`config.mk`:
```
export PLATFORM = sky130hd
export DESIGN_NAME = lines_stats_tracker
export DESIGN_NICKNAME = d
export VERILOG_FILES = /design/src/rtl/lines_stats_tracker_pkg.sv /design/src/rtl/lines_stats_tracker_garbage_calc.sv /design/src/rtl/lines_stats_tracker.sv
export SDC_FILE = /design/constraint.sdc
export NUM_CORES = 1
export LEC_CHECK = 0
export CAP_MARGIN = 15
export CELL_PAD_IN_SITES_DETAIL_PLACEMENT = 1
export CELL_PAD_IN_SITES_GLOBAL_PLACEMENT = 1
export CORE_UTILIZATION = 35
export DETAILED_ROUTE_END_ITERATION = 8
export PLACE_DENSITY_LB_ADDON = 0.1
export SLEW_MARGIN = 30
export SYNTH_ARGS = -nofsm -noshare
export SYNTH_HDL_FRONTEND = slang
export SYNTH_SLANG_ARGS = --single-unit
```
`constraint.sdc`:
```
create_clock -name clk -period 4.5 [get_ports clk]
set_input_delay 0.9 -clock clk [delete_from_list [all_inputs] [get_ports clk]]
set_output_delay 0.9 -clock clk [all_outputs]
set_load 0.02 [all_outputs]
```
`src/rtl/lines_stats_tracker_pkg.sv`:
```
// Shared types and scoring helpers for the per-player line statistics tracker.
// Attack tables, combo bonus ladder and the saturating total adder live here.
package lines_stats_tracker_pkg;

  localparam int STAT_MAX = 999;

  typedef logic [3:0] garbage_t;
  typedef logic [2:0] lines_t;

  typedef struct packed {
    logic     valid;
    lines_t   lines;
    garbage_t attack;
  } stage1_t;

  function automatic lines_t clamp_lines(input lines_t raw);
    return (raw > 3'd4) ? 3'd4 : raw;
  endfunction

  function automatic garbage_t base_attack_normal(input lines_t lines);
    case (lines)
      3'd2:    return 4'd1;
      3'd3:    return 4'd2;
      3'd4:    return 4'd4;
      default: return 4'd0;
    endcase
  endfunction

  // A four-row clear is scored as a plain tetris whether or not a T-spin was flagged.
  function automatic garbage_t base_attack_tspin(input lines_t lines);
    case (lines)
      3'd1:    return 4'd2;
      3'd2:    return 4'd4;
      3'd3:    return 4'd6;
      3'd4:    return 4'd4;
      default: return 4'd0;
    endcase
  endfunction

  function automatic logic [2:0] combo_bonus(input int unsigned combo);
    if (combo >= 11)      return 3'd5;
    else if (combo >= 8)  return 3'd4;
    else if (combo >= 6)  return 3'd3;
    else if (combo >= 4)  return 3'd2;
    else if (combo >= 2)  return 3'd1;
    else                  return 3'd0;
  endfunction

  // Sum at 11 bits so the carry out of a 10-bit total is never lost before clamping.
  function automatic logic [9:0] sat_add(input logic [9:0]  total,
                                         input logic [3:0]  inc,
                                         input logic [10:0] max_val);
    logic [10:0] sum;
    sum = {1'b0, total} + {7'b0, inc};
    return (sum > max_val) ? max_val[9:0] : sum[9:0];
  endfunction

endpackage

```
`src/rtl/lines_stats_tracker_garbage_calc.sv`:
```
// Combinational attack calculator for a single lock: base table, back-to-back
// bonus and combo bonus, plus the back-to-back flag the lock leaves behind.
module garbage_calc
  import lines_stats_tracker_pkg::*;
#(
  parameter int COMBO_W = 5
) (
  input  logic [2:0]         i_lines,
  input  logic               i_tspin,
  input  logic               i_b2b,
  input  logic [COMBO_W-1:0] i_combo,
  output logic [3:0]         o_attack,
  output logic               o_difficult,
  output logic               o_b2b_next
);

  garbage_t   w_base;
  logic       w_b2b_bonus;
  logic [2:0] w_combo_bonus;

  // NOTE: every always_comb output gets a default first so no path can infer a latch.
  always_comb begin
    o_difficult   = 1'b0;
    w_base        = '0;
    w_b2b_bonus   = 1'b0;
    w_combo_bonus = '0;
    o_b2b_next    = i_b2b;

    o_difficult = (i_lines == 3'd4) || (i_tspin && (i_lines != 3'd0));
    w_base      = i_tspin ? base_attack_tspin(i_lines) : base_attack_normal(i_lines);
    w_b2b_bonus = o_difficult && i_b2b;

    if (i_lines != 3'd0) begin
      w_combo_bonus = combo_bonus(32'(i_combo));
      o_b2b_next    = o_difficult;
    end
  end

  assign o_attack = w_base + {3'b000, w_b2b_bonus} + {1'b0, w_combo_bonus};

endmodule

```
`src/rtl/lines_stats_tracker.sv`:
```
// Per-player line statistics: two-stage pipeline from piece-lock events to
// garbage pulses and saturating lines-cleared / lines-sent totals.
module lines_stats_tracker #(
  parameter int STAT_MAX = lines_stats_tracker_pkg::STAT_MAX,
  parameter int COMBO_W  = 5
) (
  input  logic               clk,
  input  logic               rst,
  input  logic               clear_stats,
  input  logic               lock_valid,
  input  logic [2:0]         lock_lines,
  input  logic               lock_tspin,
  output logic [9:0]         lines_cleared,
  output logic [9:0]         lines_sent,
  output logic               garbage_valid,
  output logic [3:0]         garbage_count,
  output logic [COMBO_W-1:0] combo_count,
  output logic               b2b_active
);

  import lines_stats_tracker_pkg::*;

  logic               w_flush;
  lines_t             w_lines;
  logic [COMBO_W-1:0] w_combo_next;
  garbage_t           w_attack;
  logic               w_difficult;
  logic               w_b2b_next;

  stage1_t            r_s1;
  logic               r_in_combo;
  logic [COMBO_W-1:0] r_combo_count;
  logic               r_b2b;

  logic [9:0]         r_lines_cleared;
  logic [9:0]         r_lines_sent;
  logic               r_garbage_valid;
  garbage_t           r_garbage_count;

  assign w_flush = rst | clear_stats;

  // Post-update combo value; the bonus is scored on this, not on the prior count.
  always_comb begin
    w_lines      = clamp_lines(lock_lines);
    w_combo_next = '0;
    if (w_lines != 3'd0 && r_in_combo) begin
      w_combo_next = (&r_combo_count) ? r_combo_count : r_combo_count + COMBO_W'(1);
    end
  end

  garbage_calc #(
    .COMBO_W (COMBO_W)
  ) u_garbage_calc (
    .i_lines     (w_lines),
    .i_tspin     (lock_tspin),
    .i_b2b       (r_b2b),
    .i_combo     (w_combo_next),
    .o_attack    (w_attack),
    .o_difficult (w_difficult),
    .o_b2b_next  (w_b2b_next)
  );

  // Stage 1: combo / back-to-back state and the attack for this lock.
  // NOTE: sequential state uses non-blocking assignments so every flop samples pre-edge values.
  always_ff @(posedge clk) begin
    if (w_flush) begin
      r_s1          <= '0;
      r_in_combo    <= 1'b0;
      r_combo_count <= '0;
      r_b2b         <= 1'b0;
    end else begin
      r_s1.valid <= lock_valid;
      if (lock_valid) begin
        r_s1.lines    <= w_lines;
        r_s1.attack   <= w_attack;
        r_in_combo    <= (w_lines != 3'd0);
        r_combo_count <= w_combo_next;
        r_b2b         <= w_b2b_next | w_difficult;
      end
    end
  end

  // Stage 2: publish the garbage pulse and accumulate the saturating totals.
  always_ff @(posedge clk) begin
    if (w_flush) begin
      r_lines_cleared <= '0;
      r_lines_sent    <= '0;
      r_garbage_valid <= 1'b0;
      r_garbage_count <= '0;
    end else begin
      r_garbage_valid <= r_s1.valid;
      if (r_s1.valid) begin
        r_garbage_count <= r_s1.attack;
        r_lines_cleared <= sat_add(r_lines_cleared, {1'b0, r_s1.lines}, 11'(STAT_MAX));
        r_lines_sent    <= sat_add(r_lines_sent, r_s1.attack, 11'(STAT_MAX));
      end
    end
  end

  assign lines_cleared = r_lines_cleared;
  assign lines_sent    = r_lines_sent;
  assign garbage_valid = r_garbage_valid;
  assign garbage_count = r_garbage_count;
  assign combo_count   = r_combo_count;
  assign b2b_active    = r_b2b;

endmodule

```
# After elaboration in Yosys (flattened, before gate mapping)
# Cells that the tools add are included.
# classes
add_sub_neg,5
multipliers,0
div,0
magnitude_cmp,8
n_eq_ne,4
shifts,0
muxes,15
n_bitwise,2
n_reduce_logical,7
# ops
cell,count
$gt A11 B10 Y1 const B,2
$mux W3,7
$mux W10,2
$pmux W3 S3,2
$add A10 B3 Y11,1
$add A10 B4 Y11,1
$ge A5 B3 Y1 const B,2
$ge A5 B4 Y1 const B,2
$mux W5,2
$eq A3 B2 Y1 const B,2
$add A5 B1 Y5 const B,1
$ge A5 B2 Y1 const B,1
$reduce_and A5 Y1,1
$add A4 B1 Y4,1
$add A4 B3 Y4,1
$eq A3 B1 Y1 const B,1
$eq A3 B3 Y1 const B,1
$gt A3 B3 Y1 const B,1
$logic_and A1 B1 Y1,3
$reduce_bool A3 Y1,1
$mux W1,2
$or A1 B1 Y1,2
$reduce_or A2 Y1,1
$logic_or A1 B1 Y1,1
# word_totals
regBits,40
latch_bits,0
mem_bits_rw,0
romBits,0
in_bits,8
output_inout_bits,31
n_memories,0

# Longest topological paths before layout
# logic_depth
word_depth,13
ltp_mapped,12

# By module
# A second synthesis with hierarchy kept.
# hier_totals
hier_cells,298
area_unflattened_um2,2489.9
# modules_own_cells
module,instances,cells_each,area_per_inst_um2,seq_area_each_um2
lines_stats_tracker,1,271,2296.0,800.8
garbage_calc,1,27,193.9,0.0

# Least setup slack after synthesis
# OpenSTA, ideal clock, no wires.
# synth_path
path_type,input -> register
startpoint,in lock_lines[0]
endpoint,reg r_s1[2] in the netlist's numbering
setup_ns,0.128
t_arrival_ns,2.864
required_time_ns,4.372
setup_slack_ns,1.508
stages,10
path_buffers,0
cell_sequence,or3_1 > nand2_1 > nor2_1 > a21boi_0 > o41ai_1 > fa_1 > fa_1 > xnor2_1 > mux2i_1 > nor2_1
# synth_via
elab_chain_len,13
elab_cells_between_ends,29
# synth_lines
element,line,rtl
"start, declared",lines_stats_tracker.sv:11,"input logic [2:0] lock_lines,"
$gt A3 B3 Y1,lines_stats_tracker_pkg.sv:17,return (raw > 3'd4) ? 3'd4 : raw;
$mux W3 (*),lines_stats_tracker_pkg.sv:17,
$reduce_bool A3 Y1,"lines_stats_tracker_garbage_calc.sv:29, lines_stats_tracker_garbage_calc.sv:33, lines_stats_tracker.sv:46",
$logic_and A1 B1 Y1,lines_stats_tracker.sv:46,if (w_lines != 3'd0 && r_in_combo) begin
$mux W5,lines_stats_tracker.sv:46,
$ge A5 B2 Y1,lines_stats_tracker_pkg.sv:45,else if (combo >= 2) return 3'd1;
$mux W1,lines_stats_tracker_pkg.sv:45,
$mux W3,lines_stats_tracker_pkg.sv:44,else if (combo >= 4) return 3'd2;
$mux W3,lines_stats_tracker_pkg.sv:43,else if (combo >= 6) return 3'd3;
$mux W3,lines_stats_tracker_pkg.sv:42,else if (combo >= 8) return 3'd4;
$mux W3,lines_stats_tracker_pkg.sv:41,if (combo >= 11) return 3'd5;
$mux W3,lines_stats_tracker_garbage_calc.sv:33,if (i_lines != 3'd0) begin
$add A4 B3 Y4 (*),lines_stats_tracker_garbage_calc.sv:39,"assign o_attack = w_base + {3'b000, w_b2b_bonus} + {1'b0, w_combo_bonus};"
"end, declared",lines_stats_tracker.sv:30,stage1_t r_s1;
# Every way passes the cells marked *; elsewhere a longest branch is shown, timed or not.
# A chain may end at the register's enable or synchronous reset.

# Worst setup path in the final report
# layout_path
startpoint,in lock_lines[2]
endpoint,reg r_s1[2] in the netlist's numbering
# The elaborated chain is that of the path after synthesis.

==> results.sh <==
export IMPL_reg2reg_from="combo_count[0]$_SDFFE_PP0P_"
export IMPL_path_cells="clkdlybuf4s50_1 -> or3_1 -> nand2_1 -> nor2_1 -> a21boi_0 -> o41ai_1 -> fa_1 -> fa_1 -> xnor2_1 -> mux2i_1 -> nor2_1"
export IMPL_wl_met1_microns=2920
export IMPL_synthFlopType="dfxtp_1"
export IMPL_arrival_ps=3570
export IMPL_h_tree_depth=2
export IMPL_holdBufCountCts=0
export IMPL_worst_pin_slew_ps=899
export IMPL_start_kind="primary input"
export IMPL_drt_iter0_markers=58
export IMPL_io_buffers=38
export IMPL_relSlewSlack=0.399
export IMPL_status="complete, no violations"
export IMPL_r2r_end="r_s1[1]$_SDFFE_PP0P_"
export IMPL_fin_tns_setup_ps=0
export IMPL_cts_buffer_depth=2
export IMPL_min_period_over_period=0.757
export IMPL_clock_latency_ps=300
export IMPL_syn_nets=301
export IMPL_hold_path_startpoint="r_s1[0]$_SDFFE_PP0P_"
export IMPL_regToRegSetupSlack_ps=1420
export IMPL_ant_nets=0
export IMPL_ys_ff_latch=40
export IMPL_cts_buffers=5
export IMPL_grt_pass1_wl_microns=10100
export IMPL_dp_hpwl_microns=4250
export IMPL_path_class="primary input to register"
export IMPL_skew_ps=8.60
export IMPL_initial_core_util=0.363
export IMPL_cts_tree="yes"
export IMPL_layout_drive_gt1_share=0.0577
export IMPL_holdWs_ps=499
export IMPL_routed_wirelength_microns=5910
export IMPL_p_leak_nw=1.00
export IMPL_hp_class="register to register"
export IMPL_max_freq_ghz=0.294
export IMPL_wl_met2_microns=2720
export IMPL_via_per_inst=5.46
export IMPL_remaining_drc_errors=0
export IMPL_cts_root_buffer="clkbuf_8"
export IMPL_drv_slew=0
export IMPL_worstHoldEndpoint="r_s1[0]$_SDFFE_PP0P_"
export IMPL_async_reset_ff_frac=0
export IMPL_rows=29
export IMPL_clkTransAtPathRegs_ps=70
export IMPL_diodes=0
export IMPL_synth_edff_count=0
export IMPL_clock_sinks=40
export IMPL_hold_violations=0
export IMPL_syn_mean_instance_area_sq_um=8.31
export IMPL_yosysWarnings=0
export IMPL_dr_wl_met3_microns=179
export IMPL_cp_required_ps=4660
export IMPL_cts_resized=0
export IMPL_synth_area_sq_um=2320
export IMPL_overflow=0
export IMPL_cp_slowest_stage_delay_ps=510
export IMPL_final_cell_area_sq_um=2860
export IMPL_rsz0062_at_grt="no"
export IMPL_hold_path_depth=2
export IMPL_slowest_stage="clkdlybuf4s50_1"
export IMPL_nets=333
export IMPL_core_sq_um=6390
export IMPL_post_cts_buffers=0
export IMPL_die_area_sq_um=6950
export IMPL_irDropWorstVdd_uv=109
export IMPL_min_period_ps=3410
export IMPL_powerDensity_nw_per_um2=253
export IMPL_cp_end_kind="register"
export IMPL_cp_max_fo=7
export IMPL_placedInstanceArea_sq_um=2750
export IMPL_highest_layer="met4"
export IMPL_die_h_microns=83.4
export IMPL_antenna_found_initial=0
export IMPL_synth_cells=279
export IMPL_gp_congestion=0.843
export IMPL_setup_viol=0
export IMPL_dr_total_vias=2123
export IMPL_grt_max_degree=29
export IMPL_grt_pass1_vias=2100
export IMPL_ioPinCount=39
export IMPL_first_pass_iters=4
export IMPL_rr_worst_depth=10
export IMPL_area_delta_synth_final_pct=23.3
export IMPL_synth_distinct_cells=49
export IMPL_die_width_microns=83.4
export IMPL_seq_area_frac_synth=0.346
export IMPL_maxCapViolations=0
export IMPL_gr_usage_all_layers=0.180
export IMPL_wire_per_inst_microns=15.2
## per-stage QoR
stage | std cells | util | setup slack, ps | power, mW
final | 389 | 0.447 | 1090 | 0.722
after floorplan | 279 | - | 1510 | 0.409
after global placement | 381 | 0.430 | 894 | 0.432
after global routing | 389 | 0.447 | 955 | 0.753
after CTS | 389 | 0.447 | 1090 | 0.731
after detailed placement | 381 | 0.431 | 795 | 0.432
## power breakdown
part | total [mW] | internal [mW] | switching [mW]
registers | 0.364 | 0.359 | 0.00519
clock network | 0.298 | 0.165 | 0.133
logic | 0.0595 | 0.0249 | 0.0347
total | 0.722 | 0.549 | 0.173
## sequential cells by signal (all words and copies together), names as in the netlist
signal         cells
garbage_count      4
r_in_combo         1
lines_sent        10
b2b_active         1
combo_count        5
garbage_valid      1
lines_cleared     10
r_s1               8
## cell type report
class                   instances  area [sq um]
clock buffers                   6          72.6
clock inverters                 2          35.0
inverters                      16          60.1
flip-flops and latches         40           801
repair buffers                 39           388
fillers                       767          3530
multi-input cells             209          1410
well taps                      77          96.3
## layer usage
layer,vias up,track usage
met2,39,0.296
met3,8,0.0298
met1,1015,0.234
met4,0,0.0737
met5,-,0
li1,1061,-
## cell families after synthesis
family | synth area share
XOR/XNOR | 0.0416
adder cells (fa/ha/maj) | 0.0886
AND/OR/NAND/NOR | 0.199
multiplexers | 0.0432
flip-flops | 0.346
buffers and inverters | 0.0491
AO/OA/AOI/OAI | 0.233
## synth_stat cells (all sizes together) (2+ instances only)
cell type	count	area, sq um
a211oi	4	30.0
a21boi	2	15.0
a21o	2	15.0
a21oi	22	110
a311oi	3	26.3
a31oi	4	25.0
a41oi	2	17.5
and2	5	31.3
and3	6	37.5
buf	2	8.75
clkbuf	12	45.0
dfxtp	40	801
fa	4	80.1
ha	10	125
inv	16	60.1
mux2i	10	100
nand2	16	60.1
nand2b	5	31.3
nand3	12	60.1
nand4	2	12.5
nor2	30	113
nor2b	3	18.8
nor3	5	25.0
nor4	2	12.5
o2111ai	3	26.3
o21a	3	22.5
o21ai	17	85.1
o221a	4	45.0
o221ai	2	17.5
o31ai	2	20.0
or2	4	25.0
or3	3	18.8
xnor2	7	61.3
xor2	4	35.0
## worst max-delay path: cells and delay by family
family                   cells  cell delay, ps
adder cells (fa/ha/maj)      2             880
AND/OR/NAND/NOR              4             740
AO/OA/AOI/OAI                2             280
multiplexers                 1             130
buffers and inverters        1             510
XOR/XNOR                     1             130
## worst max-delay path by stage
stage,from,to,slack [ps]
global route,lock_lines[1],r_s1[2]$_SDFFE_PP0P_,960
finish,lock_lines[2],r_s1[2]$_SDFFE_PP0P_,1090
detailed placement,lock_lines[2],r_s1[2]$_SDFFE_PP0P_,800
floorplan,lock_lines[0],r_s1[2]$_SDFFE_PP0P_,1510
global placement,lock_lines[2],r_s1[2]$_SDFFE_PP0P_,890
CTS,lock_lines[2],r_s1[2]$_SDFFE_PP0P_,1090
## cells in the final DEF (no fill, tap or decap), types with 6 or more instances in the layout
cell,count
a21oi_1,22
nor2_1,29
inv_1,16
dfxtp_1,40
mux2i_1,10
xnor2_1,7
clkdlybuf4s50_1,38
nand2_1,16
o21ai_0,14
ha_1,10
nand3_1,12
and3_1,6
Note: power is estimated with default switching activity, not from simulation.
